<file path="src/rtl/frame_buffer_pkg.sv">
// Shared constants and types for the frame buffer scheduler.
//   FB_PIXELS  : pixels per frame
//   FB_ADDR_W  : frame buffer address width
//   FB_DATA_W  : bits per pixel
//   fbs_state_t: top-level scheduler state
package frame_buffer_pkg;

    localparam int unsigned FB_PIXELS = 256000;
    localparam int unsigned FB_ADDR_W = 18;
    localparam int unsigned FB_DATA_W = 4;

    typedef enum logic [1:0] {
        WAIT_RDY,
        RUN,
        CLEAR
    } fbs_state_t;

endpackage

</file>
<file path="src/rtl/frame_buffer_scheduler_fifo.sv">
// Synchronous show-ahead FIFO used to prefetch scan-out pixels.
//   clk, rst_n : clock, asynchronous active-low reset
//   flush      : drop all contents (wins over push/pop)
//   push       : write push_data (ignored when full)
//   pop        : consume head (ignored when empty)
//   head       : current head entry, zero while empty
//   level      : number of stored entries
//   empty      : no entries stored
module prefetch_fifo #(
    parameter int unsigned WIDTH = 4,
    parameter int unsigned DEPTH = 16
) (
    input  logic                   clk,
    input  logic                   rst_n,
    input  logic                   flush,
    input  logic                   push,
    input  logic [WIDTH-1:0]       push_data,
    input  logic                   pop,
    output logic [WIDTH-1:0]       head,
    output logic [$clog2(DEPTH):0] level,
    output logic                   empty
);

    localparam int unsigned PTR_W = $clog2(DEPTH);

    logic [WIDTH-1:0] mem_q [DEPTH];
    logic [PTR_W-1:0] wr_ptr_q;
    logic [PTR_W-1:0] rd_ptr_q;
    logic [PTR_W:0]   level_q;
    logic             full;
    logic             do_push;
    logic             do_pop;

    assign empty   = (level_q == '0);
    assign full    = (level_q == (PTR_W + 1)'(DEPTH));
    assign do_push = push && !full;
    assign do_pop  = pop && !empty;
    assign level   = level_q;
    assign head    = empty ? '0 : mem_q[rd_ptr_q];

    always_ff @(posedge clk or negedge rst_n) begin
        if (!rst_n) begin
            wr_ptr_q <= '0;
            rd_ptr_q <= '0;
            level_q  <= '0;
        end else if (flush) begin
            wr_ptr_q <= '0;
            rd_ptr_q <= '0;
            level_q  <= '0;
        end else begin
            if (do_push) begin
                wr_ptr_q <= wr_ptr_q + 1'b1;
            end
            if (do_pop) begin
                rd_ptr_q <= rd_ptr_q + 1'b1;
            end
            if (do_push && !do_pop) begin
                level_q <= level_q + 1'b1;
            end else if (do_pop && !do_push) begin
                level_q <= level_q - 1'b1;
            end
        end
    end

    // Storage carries no reset; head is masked while empty.
    always_ff @(posedge clk) begin
        if (do_push && !flush) begin
            mem_q[wr_ptr_q] <= push_data;
        end
    end

endmodule

</file>
<file path="src/rtl/frame_buffer_scheduler.sv">
// Arbitrates all traffic into the frame buffer LRAM.
//   fb_ready / fb_rd_* / fb_wr_*        : frame buffer interface
//   px_valid/px_ready/px_addr/px_data   : pixel writer (graphics/SPI path)
//   clear_start/clear_color/clear_busy  : full-frame clear engine control
//   disp_frame_start/disp_pop/disp_data/disp_empty : display scan-out
//   underrun, px_dropped                : sticky error flags
module frame_buffer_scheduler
    import frame_buffer_pkg::*;
#(
    parameter int unsigned FIFO_DEPTH = 16,
    parameter int unsigned FB_PIXELS  = frame_buffer_pkg::FB_PIXELS
) (
    input  logic                 clk,
    input  logic                 rst_n,
    input  logic                 fb_ready,
    output logic [FB_ADDR_W-1:0] fb_rd_addr,
    input  logic [FB_DATA_W-1:0] fb_rd_data,
    output logic [FB_ADDR_W-1:0] fb_wr_addr,
    output logic [FB_DATA_W-1:0] fb_wr_data,
    output logic                 fb_wr_en,
    input  logic                 px_valid,
    output logic                 px_ready,
    input  logic [FB_ADDR_W-1:0] px_addr,
    input  logic [FB_DATA_W-1:0] px_data,
    input  logic                 clear_start,
    input  logic [FB_DATA_W-1:0] clear_color,
    output logic                 clear_busy,
    input  logic                 disp_frame_start,
    input  logic                 disp_pop,
    output logic [FB_DATA_W-1:0] disp_data,
    output logic                 disp_empty,
    output logic                 underrun,
    output logic                 px_dropped
);

    localparam int unsigned LVL_W = $clog2(FIFO_DEPTH) + 1;
    localparam logic [FB_ADDR_W-1:0] PIXELS_A  = FB_ADDR_W'(FB_PIXELS);
    localparam logic [FB_ADDR_W-1:0] LAST_ADDR = FB_ADDR_W'(FB_PIXELS - 1);

    fbs_state_t state_q, state_d;

    // ---------------- FSM ----------------
    logic clr_write;
    logic clr_done;

    always_comb begin
        state_d = state_q;
        unique case (state_q)
            WAIT_RDY: if (fb_ready) state_d = RUN;
            RUN: begin
                if (!fb_ready) begin
                    state_d = WAIT_RDY;
                end else if (clear_start) begin
                    state_d = CLEAR;
                end
            end
            CLEAR: begin
                if (!fb_ready) begin
                    state_d = WAIT_RDY;
                end else if (clr_done) begin
                    state_d = RUN;
                end
            end
            default: state_d = WAIT_RDY;
        endcase
    end

    always_ff @(posedge clk or negedge rst_n) begin
        if (!rst_n) begin
            state_q <= WAIT_RDY;
        end else begin
            state_q <= state_d;
        end
    end

    // ---------------- write port ----------------
    logic                 px_accept;
    logic                 px_in_range;
    logic                 clear_accept;
    logic                 px_wr_en_q;
    logic [FB_ADDR_W-1:0] px_wr_addr_q;
    logic [FB_DATA_W-1:0] px_wr_data_q;
    logic [FB_ADDR_W-1:0] clr_addr_q;
    logic [FB_DATA_W-1:0] clr_color_q;

    assign px_ready     = (state_q == RUN);
    assign px_accept    = px_valid && px_ready;
    assign px_in_range  = (px_addr < PIXELS_A);
    assign clear_accept = (state_q == RUN) && fb_ready && clear_start;
    // A pixel accepted alongside clear_start still owns the port for one cycle,
    // so the clear engine holds off until that write has gone out.
    assign clr_write    = (state_q == CLEAR) && !px_wr_en_q;
    assign clr_done     = clr_write && (clr_addr_q == LAST_ADDR);
    assign clear_busy   = (state_q == CLEAR);

    always_ff @(posedge clk or negedge rst_n) begin
        if (!rst_n) begin
            px_wr_en_q   <= 1'b0;
            px_wr_addr_q <= '0;
            px_wr_data_q <= '0;
            px_dropped   <= 1'b0;
        end else begin
            px_wr_en_q <= px_accept && px_in_range;
            if (px_accept && px_in_range) begin
                px_wr_addr_q <= px_addr;
                px_wr_data_q <= px_data;
            end
            if (px_accept && !px_in_range) begin
                px_dropped <= 1'b1;
            end
        end
    end

    always_ff @(posedge clk or negedge rst_n) begin
        if (!rst_n) begin
            clr_addr_q  <= '0;
            clr_color_q <= '0;
        end else if (clear_accept) begin
            clr_addr_q  <= '0;
            clr_color_q <= clear_color;
        end else if (clr_write) begin
            clr_addr_q <= clr_addr_q + 1'b1;
        end
    end

    assign fb_wr_en   = px_wr_en_q || clr_write;
    assign fb_wr_addr = clr_write ? clr_addr_q : px_wr_addr_q;
    assign fb_wr_data = clr_write ? clr_color_q : px_wr_data_q;

    // ---------------- read engine ----------------
    logic                 rd_active_q;
    logic                 rd_inflight_q;
    logic [FB_ADDR_W-1:0] rd_addr_q;
    logic                 rd_issue;
    logic                 fifo_push;
    logic [LVL_W-1:0]     fifo_level;
    logic [LVL_W:0]       occupancy;

    // Count the outstanding read so the FIFO can never be over-committed.
    assign occupancy = {1'b0, fifo_level} + {{LVL_W{1'b0}}, rd_inflight_q};
    assign rd_issue  = rd_active_q && (state_q != WAIT_RDY) && !disp_frame_start
                       && (occupancy < (LVL_W + 1)'(FIFO_DEPTH));
    // A frame restart discards whatever read was in flight.
    assign fifo_push = rd_inflight_q && !disp_frame_start;

    always_ff @(posedge clk or negedge rst_n) begin
        if (!rst_n) begin
            rd_active_q   <= 1'b0;
            rd_inflight_q <= 1'b0;
            rd_addr_q     <= '0;
        end else if (disp_frame_start) begin
            rd_active_q   <= 1'b1;
            rd_inflight_q <= 1'b0;
            rd_addr_q     <= '0;
        end else begin
            rd_inflight_q <= rd_issue;
            if (rd_issue) begin
                // Last pixel of the frame: stop without wrapping; address holds.
                if (rd_addr_q == LAST_ADDR) begin
                    rd_active_q <= 1'b0;
                end else begin
                    rd_addr_q <= rd_addr_q + 1'b1;
                end
            end
        end
    end

    assign fb_rd_addr = rd_addr_q;

    always_ff @(posedge clk or negedge rst_n) begin
        if (!rst_n) begin
            underrun <= 1'b0;
        end else if (disp_frame_start) begin
            underrun <= 1'b0;
        end else if (disp_pop && disp_empty) begin
            underrun <= 1'b1;
        end
    end

    prefetch_fifo #(
        .WIDTH (FB_DATA_W),
        .DEPTH (FIFO_DEPTH)
    ) u_fifo (
        .clk       (clk),
        .rst_n     (rst_n),
        .flush     (disp_frame_start),
        .push      (fifo_push),
        .push_data (fb_rd_data),
        .pop       (disp_pop),
        .head      (disp_data),
        .level     (fifo_level),
        .empty     (disp_empty)
    );

endmodule
</file>
<file path="config.mk">
export PLATFORM = sky130hd
export DESIGN_NAME = frame_buffer_scheduler
export DESIGN_NICKNAME = d
export VERILOG_FILES = /design/src/rtl/frame_buffer_pkg.sv /design/src/rtl/frame_buffer_scheduler_fifo.sv /design/src/rtl/frame_buffer_scheduler.sv
export SDC_FILE = /design/constraint.sdc
export NUM_CORES = 1
export LEC_CHECK = 0
export BUFFER_PORTS_ARGS = -buffer_cell sky130_fd_sc_hd__buf_2
export CAP_MARGIN = 20
export CORE_ASPECT_RATIO = 1.25
export CORE_MARGIN = 3
export CORE_UTILIZATION = 60
export CTS_CLUSTER_DIAMETER = 200
export DETAILED_ROUTE_END_ITERATION = 12
export GPL_TIMING_DRIVEN = 0
export PLACE_DENSITY_LB_ADDON = 0.3
export SYNTH_ARGS = -nofsm -noshare
export SYNTH_HDL_FRONTEND = slang
export SYNTH_SLANG_ARGS = --single-unit
</file>
<file path="constraint.sdc">
create_clock -name clk -period 6.2 [get_ports clk]
set_clock_uncertainty 0.15 [all_clocks]
set_input_delay 0.62 -clock clk [delete_from_list [all_inputs] [get_ports clk]]
set_output_delay 0.62 -clock clk [all_outputs]
set_load 0.02 [all_outputs]
</file>
==> Yosys cells after proc, flatten, opt, wreduce, memory -nomap -nowiden <==
Memories as Yosys holds them, arrays and structs flattened.
Cells that the tools add are included.
{ "totals": {"register_bits": 82, "latchBits": 0, "mem_bits_rw": 64, "rom_bits": 0, "output_inout_bits": 50, "wordCells": 100, "memories": 1} }
{ "op_classes": {"n_addsub": 7, "n_mul": 0, "div": 0, "n_lt_le_gt_ge": 2, "n_eq_ne": 9, "shift": 0, "muxes": 29, "bitwise_logic": 0, "n_reduce_logical": 38} }
{ "memory_table": {"columns": ["memory", "depth", "width", "read_ports", "rd_ports_with_merged_regs", "wr", "line", "text"], "rows": [
  ["u_fifo.mem_q", 16, 4, 1, 0, 1, "frame_buffer_scheduler_fifo.sv:26", "logic [WIDTH-1:0] mem_q [DEPTH];"]
]} }
{ "op_table": {"columns": ["operator", "count"], "rows": [
  ["$mux 18", 6],
  ["$add 18x1->18 const B", 2],
  ["$eq 18x18->1 const B", 2],
  ["$mux 4", 6],
  ["$lt 18x18->1 const B", 1],
  ["$logic_and 1x1->1", 17],
  ["$mux 5", 3],
  ["$reduce_bool 2->1", 7],
  ["$mux 2", 5],
  ["$add 4x1->4 const B", 2],
  ["$mux 1", 8],
  ["$logic_not 1->1", 7],
  ["$add 5x1->6", 1],
  ["$lt 6x5->1 const B", 1],
  ["$ne 3x2->1 const B", 2],
  ["$pmux 2 s3", 1],
  ["$add 5x1->5 const B", 1],
  ["$eq 5x5->1 const B", 1],
  ["$logic_not 5->1", 1],
  ["$sub 5x1->5 const B", 1],
  ["$ne 2x2->1 const B", 2],
  ["$reduce_and 2->1", 2],
  ["$reduce_and 3->1", 1],
  ["$reduce_bool 3->1", 1],
  ["other kinds (4)", 4]
]} }

==> Depth between registers and ports, before layout <==
{ "depth": {"ltp_word": 8, "depth_mapped": 9, "depth_no_buf": 9} }

==> Modules after synthesis <==
Synthesis repeated with hierarchy kept, for this count alone.
{ "hier_totals": {"hier_cells": 564, "hier_area_um2": 6896.6} }
{ "by_module_without_submodules": {"columns": ["mod", "instances", "cells_each", "area_each_um2", "seq_area_each_um2"], "rows": [
  ["frame_buffer_scheduler", 1, 344, 3465.8, 1726.7],
  ["prefetch_fifo", 1, 220, 3430.8, 2247.2]
]} }

==> Least setup slack after synthesis <==
OpenSTA, ideal clock, no wires.
{ "synth_timing": {"path_type": "reg2reg", "start": "register u_fifo.level_q[1], in the netlist u_fifo.level[1]", "end": "register u_fifo.level_q[4], in the netlist u_fifo.level[4]", "setup_time_ns": 0.088, "arrival_time_ns": 2.619, "path_slack_ns": 3.343, "stages_incl_launch_ff": 10, "n_path_buf": 0, "path_cell_list": "dfrtp_1 -> or4_4 -> o21ai_4 -> nand2_1 -> fa_1 -> a21o_1 -> a21o_1 -> and3_1 -> o21ai_0 -> nor3b_1"} }
{ "synth_between": {"elab_chain_cells": 7, "word_cells_on_any_way": 16, "cone_classes": "add/sub: 2; eq/ne: 1; mux: 3; reduce/logical: 10"} }
{ "synth_rtl": {"columns": ["item", "line", "text"], "rows": [
  ["start, declared", "frame_buffer_scheduler_fifo.sv:29", "logic [PTR_W:0] level_q;"],
  ["start signal, assigned", "frame_buffer_scheduler_fifo.sv:58", "level_q <= level_q + 1'b1;"],
  ["start signal, assigned", "frame_buffer_scheduler_fifo.sv:60", "level_q <= level_q - 1'b1;"],
  ["branches (longest 7 deep; another with $sub 5x1->5)", null, null]
]} }
Parallel ways; which one is timed is not known. The select of a mux whose other input is x is not followed.
A chain may end at the register's enable or synchronous reset.

==> Final worst setup path <==
{ "layout_timing": {"start": "register u_fifo.rd_ptr_q[1]", "end": "output disp_data[0]"} }
{ "layout_between": {"elab_chain_cells": 2} }
{ "layout_rtl": {"columns": ["item", "line", "text"], "rows": [
  ["start, declared", "frame_buffer_scheduler_fifo.sv:28", "logic [PTR_W-1:0] rd_ptr_q;"],
  ["start signal, assigned", "frame_buffer_scheduler_fifo.sv:55", "rd_ptr_q <= rd_ptr_q + 1'b1;"],
  ["$mem_v2 16x4", null, null],
  ["$mux 4", "frame_buffer_scheduler_fifo.sv:39", "assign head = empty ? '0 : mem_q[rd_ptr_q];"],
  ["end, declared", "frame_buffer_scheduler.sv:30", "output logic [FB_DATA_W-1:0] disp_data,"]
]} }
No other way between the ends.

==> flow_metrics.tcl <==
set metrics [dict create \
    cts_root_buffer "sky130_fd_sc_hd__clkbuf_16" \
    crit_type "reg2out" \
    num_rows 42 \
    chipWidth_um 101.1 \
    initial_antenna_violation_count 1 \
    power.density_cell_area_nw_per_um2 369.5 \
    postSynth.topFlopCell "sky130_fd_sc_hd__dfrtp_1" \
    timing.max_cap.violations 0 \
    route.vias.total 4513 \
    synth_largest_area_cell "sky130_fd_sc_hd__dfrtp_1" \
    numPortBuffers 86 \
    synth_top_area_share_pct 30.25 \
    first_global_vias 4781 \
    period_needed_ns 3.574 \
    routedWlPerCell_um 17.98 \
    dp_hpwl_um 9825 \
    rsz0062_at_grt "false" \
    synthesis.yosys.warnings 0 \
    pin_count 87 \
    mostFrequentLayoutCell "sky130_fd_sc_hd__buf_2" \
    worst_ir_drop_vdd_mv 0.2487 \
    synth_top_cells_by_area "sky130_fd_sc_hd__dfrtp_1 (30%), sky130_fd_sc_hd__edfxtp_1 (28%), sky130_fd_sc_hd__mux2_2 (6.1%)" \
    die_span_in_y_um 124.9 \
    synth_nets 570 \
    postSynthCellCount 521 \
    post_cts.repair.setup_buffers 0 \
    clock_tree.buffer_depth 2 \
    yosys_register_bits 146 \
    cts_made_buffers 17 \
    utilization_pct 74.36 \
    run_status "completed" \
    setup.worst_path.start_class "flop" \
    total_grt_overflow 0 \
    viasPerCell 5.846 \
    cts_resized 0 \
    first_drt_iteration_drcs 200 \
    num-fill-cells 705 \
    fin_crit_sh_pct 57.64 \
    worst_skew_pair.late_latency_ns 0.41 \
    die_area_um2 12630 \
    max_h_tree_level 4 \
    floorplan.initialDensity_pct 62.67 \
    maximum_number_of_pins_on_one_net_before_global_route_repair 50 \
    synth.yosys.seq_area_share_pct 58.58 \
    max_freq_ghz 0.2798 \
    final-setup-viol-count 0 \
    synth_area_um2 6784 \
    power.sequential.fraction_pct 39.2 \
    clock_sink_count 146 \
    clkTransAtPathRegs_ns 0.06 \
    cp_data_arrival_time_ns 2.80 \
    number_of_antenna_diodes 0 \
    synth_enable_flop_cells 64 \
    drt_wl_total_um 13880 \
    postSynth.asyncResetShare_pct 56.16 \
    clock_tree_from_tritoncts "done" \
    antenna_violating_nets_remaining 0 \
    timing.critical_path.to_type "primary output" \
    switching_component_of_the_power_uw 833.3 \
    grt_use_total_pct 23.61 \
    drt_first_pass_iters 4 \
    logic_pwr_share_pct 24.3 \
    max-slew-margin-rel_pct 50.27 \
    syn-mean-instance-area_um2 13.02 \
    synth.lib_cells_used.distinct 57 \
    mostFrequentLayoutCells "sky130_fd_sc_hd__buf_2 (94), sky130_fd_sc_hd__dfrtp_1 (82), sky130_fd_sc_hd__edfxtp_1 (64)" \
    finalWeightedCongestion 0.8388 \
    final_hold_viol_count 0 \
    power.share.switching_pct 28.02 \
    area_growth_syn_to_layout_pct 18.66 \
    slew_violations 0 \
    power_frac_clock_pct 36.5 \
    p_leak_uw 0.003241 \
    final.setup.tns_ns 0 \
    final_net_count 676 \
    ctsHoldBuffers 0 \
    drive_gt1_share_pct 30.78 \
    worst-endpoint-required_ns 5.43 \
    grt_first_pass_wirelength_um 23280 \
    worstMarginPinSlew_ns 0.7459 \
    worst-path-max-fanout 10 \
    drcViolationCount 0 \
    core_area_um2 10830 \
    intPower_uw 2141 \
    kind_of_path_behind_the_tightest_hold_check "in2async" \
]
[critical path, stage by stage (launching register included)]
cell and delay (ns):
sky130_fd_sc_hd__dfrtp_1 0.34, sky130_fd_sc_hd__clkbuf_1 0.43, sky130_fd_sc_hd__clkbuf_1 0.55, sky130_fd_sc_hd__mux4_2 0.41, sky130_fd_sc_hd__mux2i_1 0.31, sky130_fd_sc_hd__o22ai_1 0.15, sky130_fd_sc_hd__buf_2 0.19
[power by group through the flow]
stage	Combinational, µW	Sequential, µW	Clock (µW)
after floorplan	525	1180	0
after global placement	701	1180	0
after detailed placement	726	1180	0
after CTS	732	1170	1100
after global routing	793	1180	1150
final	722	1170	1090
[cell usage after synthesis, types with 3 or more instances]
master,count
sky130_fd_sc_hd__nand4_1,8
sky130_fd_sc_hd__dfrtp_1,82
sky130_fd_sc_hd__nor3b_1,3
sky130_fd_sc_hd__xnor2_1,13
sky130_fd_sc_hd__and3_1,6
sky130_fd_sc_hd__mux2_2,37
sky130_fd_sc_hd__o21ai_1,8
sky130_fd_sc_hd__mux2i_1,11
sky130_fd_sc_hd__nor3_1,13
sky130_fd_sc_hd__o22ai_1,4
sky130_fd_sc_hd__nor2_1,54
sky130_fd_sc_hd__nand3_1,17
sky130_fd_sc_hd__a21oi_1,21
sky130_fd_sc_hd__nand2_1,27
sky130_fd_sc_hd__or3_1,11
sky130_fd_sc_hd__xor2_1,8
sky130_fd_sc_hd__ha_1,11
sky130_fd_sc_hd__edfxtp_1,64
sky130_fd_sc_hd__inv_1,9
sky130_fd_sc_hd__or2_2,3
sky130_fd_sc_hd__nor4_1,5
sky130_fd_sc_hd__clkbuf_1,9
sky130_fd_sc_hd__a21o_1,3
sky130_fd_sc_hd__mux2_1,12
sky130_fd_sc_hd__o21a_1,3
sky130_fd_sc_hd__nand2b_1,3
sky130_fd_sc_hd__mux4_2,16
sky130_fd_sc_hd__o21ai_0,7
sky130_fd_sc_hd__buf_2,9
sky130_fd_sc_hd__nor2b_1,7
[final timing paths]
check / cells past startpoint / endpoint / startpoint / slack (ns)
min reg2reg: 1 / px_dropped$_DFFE_PN0P_ / px_dropped$_DFFE_PN0P_ / 0.31
min in group clk: 2 / px_wr_addr_q[4]$_DFFE_PN0P_ / px_addr[4] / 0.27
min: 1 / fb_rd_addr[13]$_DFFE_PN0P_ / rst_n / 0.01
max in group asynchronous: 2 / state_q[0]$_DFFE_PN0P_ / rst_n / 5.31
max: 6 / disp_data[0] / u_fifo.rd_ptr_q[1]$_DFFE_PN0P_ / 2.63
max reg2reg: 9 / u_fifo.level[4]$_DFFE_PN0P_ / u_fifo.level[1]$_DFFE_PN0P_ / 3.11
[metal layers]
| layer | track usage, % | share of wire [%] | vias to the layer above |
|---|---|---|---|
| met3 | 6.331 | 4.6 | 31 |
| li1 | - | - | 2131 |
| met5 | 0 | 0.094 | - |
| met2 | 40.22 | 53 | 109 |
| met1 | 28.44 | 40 | 2240 |
| met4 | 8.529 | 2.2 | 2 |
[kinds of logic after synthesis]
group                    after synthesis  share of synthesized area (%)
adder cells (fa/ha/maj)               12                          2.324
multiplexers                          77                          15.29
flip-flops                           146                          58.58
XOR/XNOR                              22                          2.951
AO/OA/AOI/OAI                         62                          5.994
AND/OR/NAND/NOR                      169                          12.60
buffers and inverters                 33                          2.268
[state kept, by name, indices dropped and copies added (netlist names), 2 cells and up]
signal           flops
u_fifo.rd_ptr_q      4
px_wr_addr_q        18
u_fifo.mem_q        64
u_fifo.wr_ptr_q      4
u_fifo.level         5
state_q              2
clr_addr_q          18
px_wr_data_q         4
clr_color_q          4
fb_rd_addr          18
[through the flow]
step / total power [µW] / std cells / worst slack (ns) / hold slack (ns) / instance area [µm²]
final: 2974 / 772 / 2.626 / 0.01162 / 8050
after CTS: 2999 / 772 / 2.622 / 0.02516 / 8050
after detailed placement: 1910 / 740 / 3.056 / 0.3030 / 7410
after global placement: 1879 / 739 / 3.110 / 0.2935 / 7380
after global routing: 3124 / 772 / 2.465 / 0.04281 / 8050
after floorplan: 1701 / 521 / 3.343 / 0.1744 / 6784
[layout make-up]
cell class,instances,area [µm²],share of cell area (%)
Timing Repair Buffer,87,460.4,5.720
Clock inverter,10,155.1,1.927
Sequential cell,146,3974,49.36
Multi-Input combinational cell,342,2656,33.00
Buffer,23,116.4,1.445
Tap cell,132,165.2,2.052
Inverter,10,37.54,0.4663
Clock buffer,22,485.5,6.030
Note: power is estimated with default switching activity, not from simulation.
